$ cat src/rtl/fetch_unit.sv
// rtl/fetch_unit.sv - instruction-fetch sequencer between PC register, instruction memory and control unit
//
// Ports:
//   clock, clear        : clock and asynchronous active-high reset
//   pc_in               : current PC value; only the low MEM_ADDR_W bits form the word address
//   start               : fetch request, level-sampled in IDLE, LOAD and HOLD
//   mem_addr, mem_read  : word address and read strobe to instruction memory
//   mem_ready           : memory data valid on mem_data_in (sampled only in WAIT)
//   mem_data_in         : memory read data
//   IncPC               : one-cycle PC increment strobe per successful fetch
//   IR_out, ir_valid    : captured instruction and its valid flag
//   ir_ack              : control unit consumed IR_out
//   busy                : sequencer not idle
//   fetch_err           : sticky memory-timeout flag, cleared only by clear

module fetch_unit #(
    parameter int MEM_ADDR_W = 9,
    parameter int MAX_WAIT   = 15
) (
    input  logic                  clock,
    input  logic                  clear,
    input  logic [31:0]           pc_in,
    input  logic                  start,
    output logic [MEM_ADDR_W-1:0] mem_addr,
    output logic                  mem_read,
    input  logic                  mem_ready,
    input  logic [31:0]           mem_data_in,
    output logic                  IncPC,
    output logic [31:0]           IR_out,
    output logic                  ir_valid,
    input  logic                  ir_ack,
    output logic                  busy,
    output logic                  fetch_err
);

    typedef enum logic [2:0] {
        S_IDLE,
        S_ADDR,
        S_WAIT,
        S_LOAD,
        S_HOLD
    } state_t;

    localparam logic [7:0] WAIT_LAST = 8'(MAX_WAIT - 1);

    state_t     state;
    state_t     state_nxt;
    logic [7:0] wait_cnt;
    logic       latch_pc;
    logic       capture;
    logic       timeout;

    // Upper PC bits are deliberately dropped: addresses wrap modulo 2^MEM_ADDR_W.
    logic unused_pc_hi;
    assign unused_pc_hi = ^pc_in[31:MEM_ADDR_W];

    always_ff @(posedge clock or posedge clear) begin
        if (clear) begin
            state <= S_IDLE;
        end else begin
            state <= state_nxt;
        end
    end

    always_comb begin
        state_nxt = state;
        latch_pc  = 1'b0;
        capture   = 1'b0;
        timeout   = 1'b0;
        case (state)
            S_IDLE: begin
                if (start) begin
                    latch_pc  = 1'b1;
                    state_nxt = S_ADDR;
                end
            end
            S_ADDR: state_nxt = S_WAIT;
            S_WAIT: begin
                if (mem_ready) begin
                    capture   = 1'b1;
                    state_nxt = S_LOAD;
                end else if (wait_cnt == WAIT_LAST) begin
                    timeout   = 1'b1;
                    state_nxt = S_IDLE;
                end
            end
            S_LOAD, S_HOLD: begin
                // pc_in already holds PC+1 here (PC register updates mid-LOAD),
                // so a back-to-back latch fetches the next sequential word.
                if (ir_ack) begin
                    if (start) begin
                        latch_pc  = 1'b1;
                        state_nxt = S_ADDR;
                    end else begin
                        state_nxt = S_IDLE;
                    end
                end else begin
                    state_nxt = S_HOLD;
                end
            end
            default: state_nxt = S_IDLE;
        endcase
    end

    always_ff @(posedge clock or posedge clear) begin
        if (clear) begin
            mem_addr  <= '0;
            wait_cnt  <= '0;
            IR_out    <= '0;
            fetch_err <= 1'b0;
        end else begin
            if (latch_pc) begin
                mem_addr <= pc_in[MEM_ADDR_W-1:0];
            end
            if (state == S_ADDR) begin
                wait_cnt <= '0;
            end else if (state == S_WAIT && !mem_ready) begin
                wait_cnt <= wait_cnt + 8'd1;
            end
            if (capture) begin
                IR_out <= mem_data_in;
            end
            if (timeout) begin
                fetch_err <= 1'b1;
            end
        end
    end

    // Strobes decode straight from registered state, so clear kills them at once.
    assign mem_read = (state == S_ADDR) || (state == S_WAIT);
    assign IncPC    = (state == S_LOAD);
    assign ir_valid = (state == S_LOAD) || (state == S_HOLD);
    assign busy     = (state != S_IDLE);

endmodule

$ cat config.mk
export PLATFORM = sky130hd
export DESIGN_NAME = fetch_unit
export DESIGN_NICKNAME = d
export VERILOG_FILES = /design/src/rtl/fetch_unit.sv
export SDC_FILE = /design/constraint.sdc
export NUM_CORES = 1
export LEC_CHECK = 0
export ABC_AREA = 1
export BUFFER_PORTS_ARGS = -buffer_cell sky130_fd_sc_hd__buf_2
export CORE_AREA = 2 2 69 78
export CTS_BUF_LIST = sky130_fd_sc_hd__clkbuf_2 sky130_fd_sc_hd__clkbuf_4 sky130_fd_sc_hd__clkbuf_8
export DETAILED_ROUTE_END_ITERATION = 16
export DIE_AREA = 0 0 71 80
export HOLD_SLACK_MARGIN = 0.03
export PLACE_DENSITY = 0.81
export SYNTH_ARGS = -nofsm -noshare
export SYNTH_HDL_FRONTEND = slang
export SYNTH_SLANG_ARGS = --single-unit
$ cat constraint.sdc
create_clock -name clock -period 1.7 [get_ports clock]
set_input_delay 0.085 -clock clock [delete_from_list [all_inputs] [get_ports clock]]
set_output_delay 0.085 -clock clock [all_outputs]
set_load 0.005 [all_outputs]
# [Yosys cells after proc, flatten, opt, wreduce, memory -nomap -nowiden]
# Index checks and enable logic that the tools add are counted.
[word_totals] reg_bits=53 output_inout_bits=46
[classes] n_eq_ne=7 n_reduce_logical=9 addsub=1 mux=16
[op_table] operator="8-bit two-way mux" count=2
[op_table] operator="3-bit two-way mux" count=4
[op_table] operator="3-bit one-hot mux with 4 select lines" count=1
[op_table] operator="8-bit by 1-bit adder with 8-bit output (second input constant)" count=1
[op_table] operator="8-bit by 4-bit equality test with 1-bit output (second input constant)" count=1
[op_table] operator="1-bit two-way mux" count=8
[op_table] operator="3-bit by 2-bit equality test with 1-bit output (second input constant)" count=2
[op_table] operator="3-bit by 1-bit equality test with 1-bit output (second input constant)" count=1
[op_table] operator="3-bit equality test (second input constant)" count=1
[op_table] operator="3-bit zero test" count=1
[op_table] operator="3-bit inequality test (second input constant)" count=1
[op_table] operator="3-bit nonzero test" count=1
[op_table] operator="1-bit logical OR" count=2
[op_table] operator="2-bit inequality test (second input constant)" count=1
[op_table] operator="1-bit one-hot mux with 2 select lines" count=1
[op_table] operator="2-bit AND reduction" count=1
[op_table] operator="2-bit nonzero test" count=1
[op_table] operator="2-bit OR reduction" count=1
[op_table] operator="1-bit logical AND" count=1
[op_table] operator="1-bit zero test" count=1

# [Logic depth before layout (Yosys ltp)]
# Gate-level depths: netlist of the first run.
[logic_depth] word_depth=4 depth_mapped=8

# [Least setup slack after synthesis of the first run]
# No wires, ideal clock.
[synth_path] path_kind="reg2reg" from="reg state[2]" to="reg IR_out[0]" path_stages_with_launch=8 setup_time_ns=0.116 arrival_ns=1.084 slack_ns=0.499 synth_period_minus_slack_ns=1.201 path_cell_list="dfrtp_1 nor2_1 nand2_1 nor2_4 inv_2 buf_2 nand2_1 nand2_1"
[synth_between] elab_chain_len=2
[synth_lines] item="start: declaration" line="46" text="state_t state;"
[synth_lines] item="start signal: assignment" line="61" text="state <= state_nxt;"
[synth_lines] item="3-bit by 2-bit equality test with 1-bit output" line="70" text="case (state)"
[synth_lines] item="1-bit two-way mux" line="70"
[synth_lines] item="end signal: assignment" line="121" text="IR_out <= mem_data_in;"
[synth_lines] item="end: declaration" line="29" text="output logic [31:0] IR_out,"
# Every way passes these cells.
# A chain may end at the register's enable or synchronous reset.

# [Worst setup path in the final report of the first run]
[layout_path] from="reg state[2]" to="out mem_read"
[layout_between] elab_chain_len=2
[layout_lines] item="3-bit by 1-bit equality test with 1-bit output or 3-bit by 2-bit equality test with 1-bit output (tied branches)" line="130" text="assign mem_read = (state == S_ADDR) || (state == S_WAIT);"
[layout_lines] item="1-bit logical OR (*)" line="130"
[layout_lines] item="end: declaration" line="25" text="output logic mem_read,"
# Mark *: on every way between the ends. The rest lies on a longest branch, timed or not.

==> results of run 1 <==
[cell families after synthesis]
kind of cell               synth area share [%]
adders and majority gates                  1.11
and+or+nand+nor                            33.2
AOI/OAI and AO/OA                          1.84
DFF                                        59.0
buffers and inverters                      4.89
[final timing paths]
check                      slack (ns)  cells after the start       start     endpoint
min reg2reg                      0.47                      2  IR_out[24]   IR_out[24]
max in group asynchronous        0.81                      4       clear  wait_cnt[4]
max reg2reg                      0.28                      7    state[1]  mem_addr[7]
min in group asynchronous        0.35                      3       clear   IR_out[29]
max                              0.26                      5    state[2]     mem_read
min                              0.12                      5       start     state[0]
[state kept, by name (all words and copies together), names as in the netlist]
| signal | cells |
|---|---|
| IR_out | 32 |
| fetch_err | 1 |
| mem_addr | 9 |
| state | 3 |
| wait_cnt | 8 |
[metrics by stage]
stage	cells	cell area (sq um)	worst slack, ns
finish	473	3320	0.257
global route	473	3320	0.0621
CTS	473	3320	0.250
detailed placement	422	2790	0.290
global placement	422	2790	0.312
floorplan	276	2250	0.329
[what timing repair did]
action | in CTS | in global routing
hold buffers | 43 | 0
endpoints found under the setup margin | 0 | 0
hold endpoints to repair | 64 | 0
[per-layer routing]
layer	GRT usage, %	wire length, um
met1	26.6	2270
met2	38.3	2970
met3	4.80	347
met4	10.4	192
met5	0	0
[power by group through the flow]
stage	Combinational, mW	Sequential, mW	Clock, mW
floorplan	0.916	2.08	0
CTS	1.81	2.03	0.814
detailed placement	1.74	2.04	0
finish	1.81	2.04	0.796
global route	2.10	2.10	0.875
global placement	1.68	2.03	0
[cells in the mapped netlist]
library cell / instances
a21oi_1: 2
buf_2: 7
dfrtp_1: 53
ha_1: 2
inv_1: 16
inv_2: 4
nand2_1: 146
nand2_2: 2
nand3_1: 18
nand4_1: 2
nor2_1: 15
nor2_2: 1
nor2_4: 1
nor3_1: 2
o21ai_0: 3
o21ai_2: 1
o21bai_1: 1
[worst min-delay path, cell delays in order]
cell,delay (ns)
buf_2,0.13
inv_1,0.05
nand2_1,0.05
nand2_1,0.06
nor2_1,0.04
[layout make-up]
class                   count  area [sq um]  area share, %
clock inverters             1          8.76          0.264
repair buffers            138           928           28.0
clock buffers               7          96.3           2.90
flip-flops and latches     53          1330           39.9
multi-input cells         196           813           24.5
well taps                  58          72.6           2.19
inverters                  20          75.1           2.26
==> impl_metrics.json, run 1 <==
{
  "outcome": "finished clean",
  "finClkSkew_ns": 0.00891,
  "htree_levels": 2,
  "drt_iter0_markers": 125,
  "synth_nets": 347,
  "worst_pin_slew_ns": 0.550,
  "slowest_delay_ns": 0.43,
  "die_height_um": 80,
  "num_antenna_cells": 0,
  "seq_power_share_pct": 43.9,
  "p_clk_share_pct": 17.1,
  "fmax_mhz": 693,
  "hold_ws_ns": 0.121,
  "path_max_fanout": 6,
  "worstSkewPairLatency_ns": 0.31,
  "drive_above_1_share_pct": 27.2,
  "power_leakage_nw": 1.91,
  "coreArea_sq_mm": 0.00490,
  "finish.utilization_pct": 67.8,
  "yosysUniqueCellTypes": 17,
  "grt_usage_pct": 22.3,
  "critical_path_arrival_ns": 1.36,
  "power.density_mw_per_mm2": 1400,
  "synth_seq_cells": 53,
  "drt_wl_total_um": 5770,
  "grt_pass1_vias": 2227,
  "required_ns": 1.62,
  "cpMaxStageDelayCell": "dfrtp_1",
  "worst-path-buf-inv": 3,
  "grt_overflow": 0,
  "setup_viol": 0,
  "postCtsSetupBuffers": 0,
  "wl_per_cell_um": 12.2,
  "mostFrequentLayoutCells": "146 x nand2_1, 91 x buf_2, 53 x dfrtp_1, 43 x dlygate4sd3_1, 18 x nand3_1",
  "num_rows": 27,
  "slew_violations": 0,
  "drc": 0,
  "min_path_type": "input port to register",
  "yosys.area.top_type_share_pct": 59.0,
  "grt_max_degree": 34,
  "cts_buffers": 5,
  "finalWeightedCongestion": 0.872,
  "fp.dieArea_sq_mm": 0.00568,
  "syn_area_sq_mm": 0.00225,
  "yosys_warnings": 0,
  "io_buffers": 91,
  "grt_pass1_wl_um": 9910,
  "criticalPathCategory": "register to primary output",
  "clock_path_buffers": 2,
  "nets": 485,
  "clk_pin_slew_ns": 0.10,
  "fillers": 391,
  "cts_resized": 0,
  "syn_to_final_growth_pct": 47.6,
  "power_mw": 4.64,
  "drt_pass1_iterations": 5,
  "die_w_um": 71,
  "ant_nets": 0,
  "period_share_pct": 84.9,
  "p_comb_share_pct": 38.9,
  "place_hpwl_um": 3560,
  "cts.sinks": 53,
  "worstPathCellList": "inv_2 -> nand3_1 -> buf_4 -> nand2_1 -> buf_2",
  "p_int_mw": 2.94,
  "drv_cap": 0,
  "start_kind": "register",
  "mostFrequentLayoutCell": "nand2_1",
  "seq_area_frac_synth_pct": 59.0,
  "critPathTopFamily": "flip-flops",
  "maxSlewHeadroom_pct": 63.2,
  "switching_share_pct": 36.8,
  "grt_setup_unrepaired": "false",
  "cp-end-kind": "primary output",
  "cts_tree": "built",
  "p_sw_mw": 1.71,
  "synth_area_leaders": "dfrtp_1 59%, nand2_1 24%, nand3_1 4.0%, inv_1 2.7%, nor2_1 2.5%",
  "finalCriticalPeriod_ns": 1.44,
  "avgViaCountPerCell": 4.68,
  "vias": 2216,
  "antenna_found_initial": 0,
  "hold_violations": 0,
  "synthCells": 276,
  "synth_top_cell_by_area": "dfrtp_1",
  "vdd_ir_drop_max_v": 0.000660,
  "ioPinCount": 115,
  "cts_root_buf": "clkbuf_8",
  "synth.avg_cell_area_sq_um": 8.15,
  "setup_tns_ns": 0,
  "start_util_pct": 45.9
}
No activity file was read; power rests on OpenSTA's default activity.
==> run 2: changes to the inputs <==
--- a/config.mk
+++ b/config.mk
@@ -7,12 +7,12 @@
 export LEC_CHECK = 0
 export ABC_AREA = 1
 export BUFFER_PORTS_ARGS = -buffer_cell sky130_fd_sc_hd__buf_2
-export CORE_AREA = 2 2 69 78
+export CORE_AREA = 2 2 73 82
 export CTS_BUF_LIST = sky130_fd_sc_hd__clkbuf_2 sky130_fd_sc_hd__clkbuf_4 sky130_fd_sc_hd__clkbuf_8
 export DETAILED_ROUTE_END_ITERATION = 16
-export DIE_AREA = 0 0 71 80
+export DIE_AREA = 0 0 75 84
 export HOLD_SLACK_MARGIN = 0.03
-export PLACE_DENSITY = 0.81
+export PLACE_DENSITY = 0.76
 export SYNTH_ARGS = -nofsm -noshare
 export SYNTH_HDL_FRONTEND = slang
 export SYNTH_SLANG_ARGS = --single-unit
==> constraint.sdc (replaced) <==
create_clock -name clock -period 1.3 [get_ports clock]
set_input_delay 0.065 -clock clock [delete_from_list [all_inputs] [get_ports clock]]
set_output_delay 0.065 -clock clock [all_outputs]
set_load 0.005 [all_outputs]
==> run 2 against run 1 <==
Against the previous run: the run now ends with negative setup slack left; count of clock-buffer cells in the layout decreased by 2; cell count increased by 6.6%; via count increased by 3.3%; worst setup slack got worse by 0.29 ns; combinational power increased by 64%; global-route usage decreased by 2.5 points; largest cell class unchanged; largest power group is now combinational logic.
==> impl_metrics.json, run 2 (synthesis gave the netlist of run 1 again) <==
{
  "outcome": "finished with violations",
  "violations": "negative setup slack",
  "required_ns": 1.24,
  "finalCriticalPeriod_ns": 1.34,
  "start_util_pct": 40.5,
  "drt_iter0_markers": 121,
  "drc": 0,
  "mostFrequentLayoutCells": "142 x nand2_1, 90 x buf_2, 51 x dfrtp_1, 43 x dlygate4sd3_1, 14 x nor2_1",
  "power.density_mw_per_mm2": 1880,
  "drt_wl_total_um": 5900,
  "start_kind": "register",
  "io_buffers": 91,
  "hold_ws_ns": 0.100,
  "critical_path_arrival_ns": 1.27,
  "finalInstanceArea_sq_mm": 0.00362,
  "grt_setup_unrepaired": "true",
  "postPlaceCellArea_sq_mm": 0.00286,
  "cts_tree": "built",
  "grt_pass1_wl_um": 9720,
  "layout_setup_ws_ns": -0.0371,
  "path_max_fanout": 4,
  "regMostFlops": "IR_out",
  "worst_pin_slew_ns": 0.279,
  "setup_viol": 9,
  "avgViaCountPerCell": 4.54,
  "fp.dieArea_sq_mm": 0.00630,
  "criticalPathCategory": "register to primary output",
  "clock_path_buffers": 2,
  "finClkSkew_ns": 0.00614,
  "vias": 2289,
  "finalWeightedCongestion": 0.799,
  "antenna_found_initial": 0,
  "clk_pin_slew_ns": 0.09,
  "die_w_um": 75,
  "power_leakage_nw": 2.02,
  "mostFrequentLayoutCell": "nand2_1",
  "drive_above_1_share_pct": 32.8,
  "cts_buffers": 5,
  "hold_violations": 0,
  "cts.sinks": 53,
  "grt_max_degree": 54,
  "vdd_ir_drop_max_v": 0.00118,
  "grt_pass1_vias": 2179,
  "place_hpwl_um": 3530,
  "grt_overflow": 0,
  "drt_pass1_iterations": 4,
  "num_rows": 29,
  "ant_nets": 0,
  "reg_top3": "IR_out x32, mem_addr x9, wait_cnt x8",
  "period_share_pct": 103,
  "htree_levels": 2,
  "largest_reg_flops": 32,
  "ioPinCount": 115,
  "wl_per_cell_um": 11.7,
  "die_height_um": 84,
  "cp-end-kind": "primary output",
  "slew_violations": 0,
  "cts_root_buf": "clkbuf_8",
  "worstSkewPairLatency_ns": 0.30,
  "fmax_mhz": 748,
  "nets": 498,
  "min_path_type": "input port to register",
  "maxSlewHeadroom_pct": 81.4,
  "coreArea_sq_mm": 0.00555,
  "num_antenna_cells": 0,
  "drv_cap": 0,
  "syn_to_final_growth_pct": 60.9,
  "grt_usage_pct": 19.8,
  "setup_tns_ns": -0.129
}
==> run 2: changes by cell type in the layout (fill, tap and decap cells not counted), sizes merged <==
cell,before,now
inv,21,20
clkinvlp,0,1
clkbuf,7,5
bufinv,0,1
buf,95,108
==> run 2: final timing paths <==
check,end,cells past startpoint,slack [ns],from
setup / recovery,ir_valid,4,-0.04,state[0]
hold / removal,state[0],5,0.10,start
setup reg to reg,state[0],9,-0.02,state[0]
hold reg to reg,IR_out[29],2,0.47,IR_out[29]
max in group asynchronous,state[2],4,0.66,clear
min in group asynchronous,IR_out[14],4,0.38,clear
==> run 2: cell type report <==
class / count / area (sq um)
Tap cell: 77 / 96.3
Multi-Input combinational cell: 196 / 898
Sequential cell: 53 / 1330
Inverter: 20 / 96.3
Timing Repair Buffer: 151 / 1090
Clock inverter: 2 / 38.8
Clock buffer: 5 / 68.8
Fill cell: 459 / 1930
==> run 2: what timing repair did <==
item	CTS	global route
resized for setup	4	40
endpoints found under the hold margin	95	0
hold buffers	43	0
gates cloned	0	1
setup endpoints to repair	39	55
pin swaps	1	11
setup buffers	2	4
==> run 2: worst max-delay path, cell delays in order (launching register included) <==
cell and delay [ns]:
dfrtp_2 0.47, inv_2 0.08, nand2_4 0.07, o21ai_4 0.20
buf_2 0.15
==> run 2: metrics by stage <==
| stage | cells | setup WS (ns) | util, % | power (mW) |
|---|---|---|---|---|
| global placement | 447 | -0.0341 | 51.5 | 4.94 |
| detailed placement | 447 | -0.0744 | 51.5 | 5.04 |
| floorplan | 276 | 0.0992 | - | 3.92 |
| CTS | 499 | -0.0465 | 61.7 | 6.35 |
| finish | 504 | -0.0371 | 65.2 | 6.79 |
| global route | 504 | -0.0944 | 65.2 | 7.33 |
==> run 2: report_power, final <==
group	leakage (nW)	internal (mW)	switching, mW
combinational	1.29	1.44	1.52
sequential	0.673	2.31	0.409
clock	0.0546	0.571	0.536
total	2.02	4.32	2.47
==> run 2: per-layer routing <==
metal,track usage [%],wire length [um]
met5,0,0
met3,4.47,351
met2,34.0,3150
met1,24.5,2320
met4,5.36,77
==> run 3: changes to the inputs <==
==> constraint.sdc (replaced) <==
create_clock -name clock -period 1.1 [get_ports clock]
set_input_delay 0.055 -clock clock [delete_from_list [all_inputs] [get_ports clock]]
set_output_delay 0.055 -clock clock [all_outputs]
set_load 0.005 [all_outputs]
==> run 3 against run 2 <==
Against the previous run: the run still ends with negative setup slack left; global-route usage grew 1.4 points; sequential cell count is the same; first-iteration DRC count grew 28%; total power grew 33%; critical path type unchanged; highest routed layer unchanged.
==> impl_metrics.json, run 3 (synthesis gave the netlist of run 1 again) <==
{
  "slowest_delay_ns": 0.47,
  "grt_max_degree": 54,
  "grt_pass1_vias": 2304,
  "required_ns": 1.04,
  "start_kind": "register",
  "setup_tns_ns": -9.71,
  "hold_path_end": "state[0]",
  "hold_ws_ns": 0.126,
  "syn_to_final_growth_pct": 78.4,
  "worstSkewPairLatency_ns": 0.30,
  "outcome": "finished with violations",
  "grt_setup_unrepaired": "true",
  "power_leakage_nw": 2.18,
  "hp-start": "start",
  "antenna_found_initial": 0,
  "dp_cells": 453,
  "power_mw": 9.04,
  "path_max_fanout": 4,
  "largest_reg_flops": 32,
  "clock_path_buffers": 2,
  "drive_above_1_share_pct": 46.7,
  "min_path_type": "input port to register",
  "ant_nets": 0,
  "period_share_pct": 121,
  "reg_top3": "IR_out x32, mem_addr x9, wait_cnt x8",
  "ioPinCount": 115,
  "drv_cap": 0,
  "slew_violations": 0,
  "die_w_um": 75,
  "hold_depth": 5,
  "clk_pin_slew_ns": 0.09,
  "io_buffers": 91,
  "reg2reg_depth": 7,
  "finalWeightedCongestion": 0.885,
  "maxSlewHeadroom_pct": 81.6,
  "layout_setup_ws_ns": -0.235,
  "setup_viol": 56,
  "coreArea_sq_mm": 0.00555,
  "r2r_setup_slack_ns": -0.23,
  "cts_buffers": 5,
  "wl_per_cell_um": 13.3,
  "drt_pass1_iterations": 4,
  "worstPathCellList": "buf_4 -> nand3_4 -> buf_6 -> nand2_1 -> buf_2",
  "drt_wl_total_um": 6870,
  "fmax_mhz": 749,
  "violations": "negative setup slack",
  "cts_root_buf": "clkbuf_8",
  "num_rows": 29,
  "nets": 509,
  "postPlaceCellArea_sq_mm": 0.00300,
  "drc": 0,
  "avgViaCountPerCell": 4.68,
  "critical_path_arrival_ns": 1.28,
  "drt_iter0_markers": 155,
  "finalInstanceArea_sq_mm": 0.00401,
  "grt_overflow": 0,
  "criticalPathCategory": "register to primary output",
  "cts_tree": "built",
  "worst_pin_slew_ns": 0.276,
  "r2r-start": "state[0]",
  "mostFrequentLayoutCells": "105 x nand2_1, 88 x buf_2, 51 x dfrtp_1, 43 x dlygate4sd3_1, 34 x nand2_2",
  "cts.sinks": 53,
  "finClkSkew_ns": 0.00631,
  "mostFrequentLayoutCell": "nand2_1",
  "place_hpwl_um": 3630,
  "finish.utilization_pct": 72.3,
  "r2r_end": "IR_out[17]",
  "cpMaxStageDelayCell": "dfrtp_2",
  "regMostFlops": "IR_out",
  "final_cells": 516,
  "num_antenna_cells": 0,
  "fp.dieArea_sq_mm": 0.00630,
  "start_util_pct": 40.5,
  "pre_cts_ws_ns": -0.242,
  "cp-end-kind": "primary output",
  "vias": 2414,
  "power.density_mw_per_mm2": 2250,
  "hold_violations": 0,
  "grt_usage_pct": 21.2,
  "grt_pass1_wl_um": 10500,
  "vdd_ir_drop_max_v": 0.00146,
  "htree_levels": 2,
  "die_height_um": 84,
  "finalCriticalPeriod_ns": 1.34
}
-- run 3: cell count changes in the layout (fill, tap and decap cells not counted), moves of 3 or more --
cell	delta
buf_4	+3
nand2_4	+5
nand2_2	+31
nand3_1	-10
nand2_1	-37
o21ai_0	-3
buf_6	+6
nand3_2	+9
-- run 3: worst max path at each step --
stage                 endpoint      from  cells past startpoint  slack [ns]
CTS                   ir_valid  state[1]                      5       -0.24
finish                mem_read  state[0]                      5       -0.24
global route              busy  state[0]                      6       -0.29
global placement     IR_out[9]  state[2]                      6       -0.21
detailed placement  IR_out[20]  state[2]                      6       -0.24
floorplan            IR_out[0]  state[2]                      7       -0.10
-- run 3: area by class of cell --
| cell class | instances | area (sq um) |
|---|---|---|
| clock buffers | 6 | 76.3 |
| clock inverters | 2 | 38.8 |
| fillers | 419 | 1540 |
| inverters | 20 | 98.8 |
| multi-input cells | 196 | 1100 |
| flip-flops and latches | 53 | 1330 |
| well taps | 77 | 96.3 |
| repair buffers | 162 | 1270 |
-- run 3: what timing repair did --
item,4_1_cts,5_1_grt
hold buffers,43,0
pin swaps,15,34
setup endpoints to repair,56,57
endpoints found under the hold margin,95,0
gates cloned,1,2
setup buffers,6,3
resized for setup,28,69
-- run 3: power breakdown --
group	switching [mW]	internal [mW]	leakage [nW]
sequential	0.535	2.73	0.673
combinational	2.20	2.24	1.44
clock	0.632	0.709	0.0588
total	3.36	5.68	2.18
-- run 3: worst max-delay path, delay by kind of cell (launching register included) --
| kind | cells | cell delay [ns] |
|---|---|---|
| buffers and inverters | 3 | 0.39 |
| flip-flops | 1 | 0.47 |
| AND/OR/NAND/NOR | 2 | 0.13 |
-- run 3: routing by layer --
layer	part of all wire [%]	global-route usage (%)	vias to the layer above
met1	40	27.7	1146
li1	-	-	1162
met2	53	34.6	93
met3	5.2	4.59	13
met4	2.2	6.49	0
met5	0	0	-
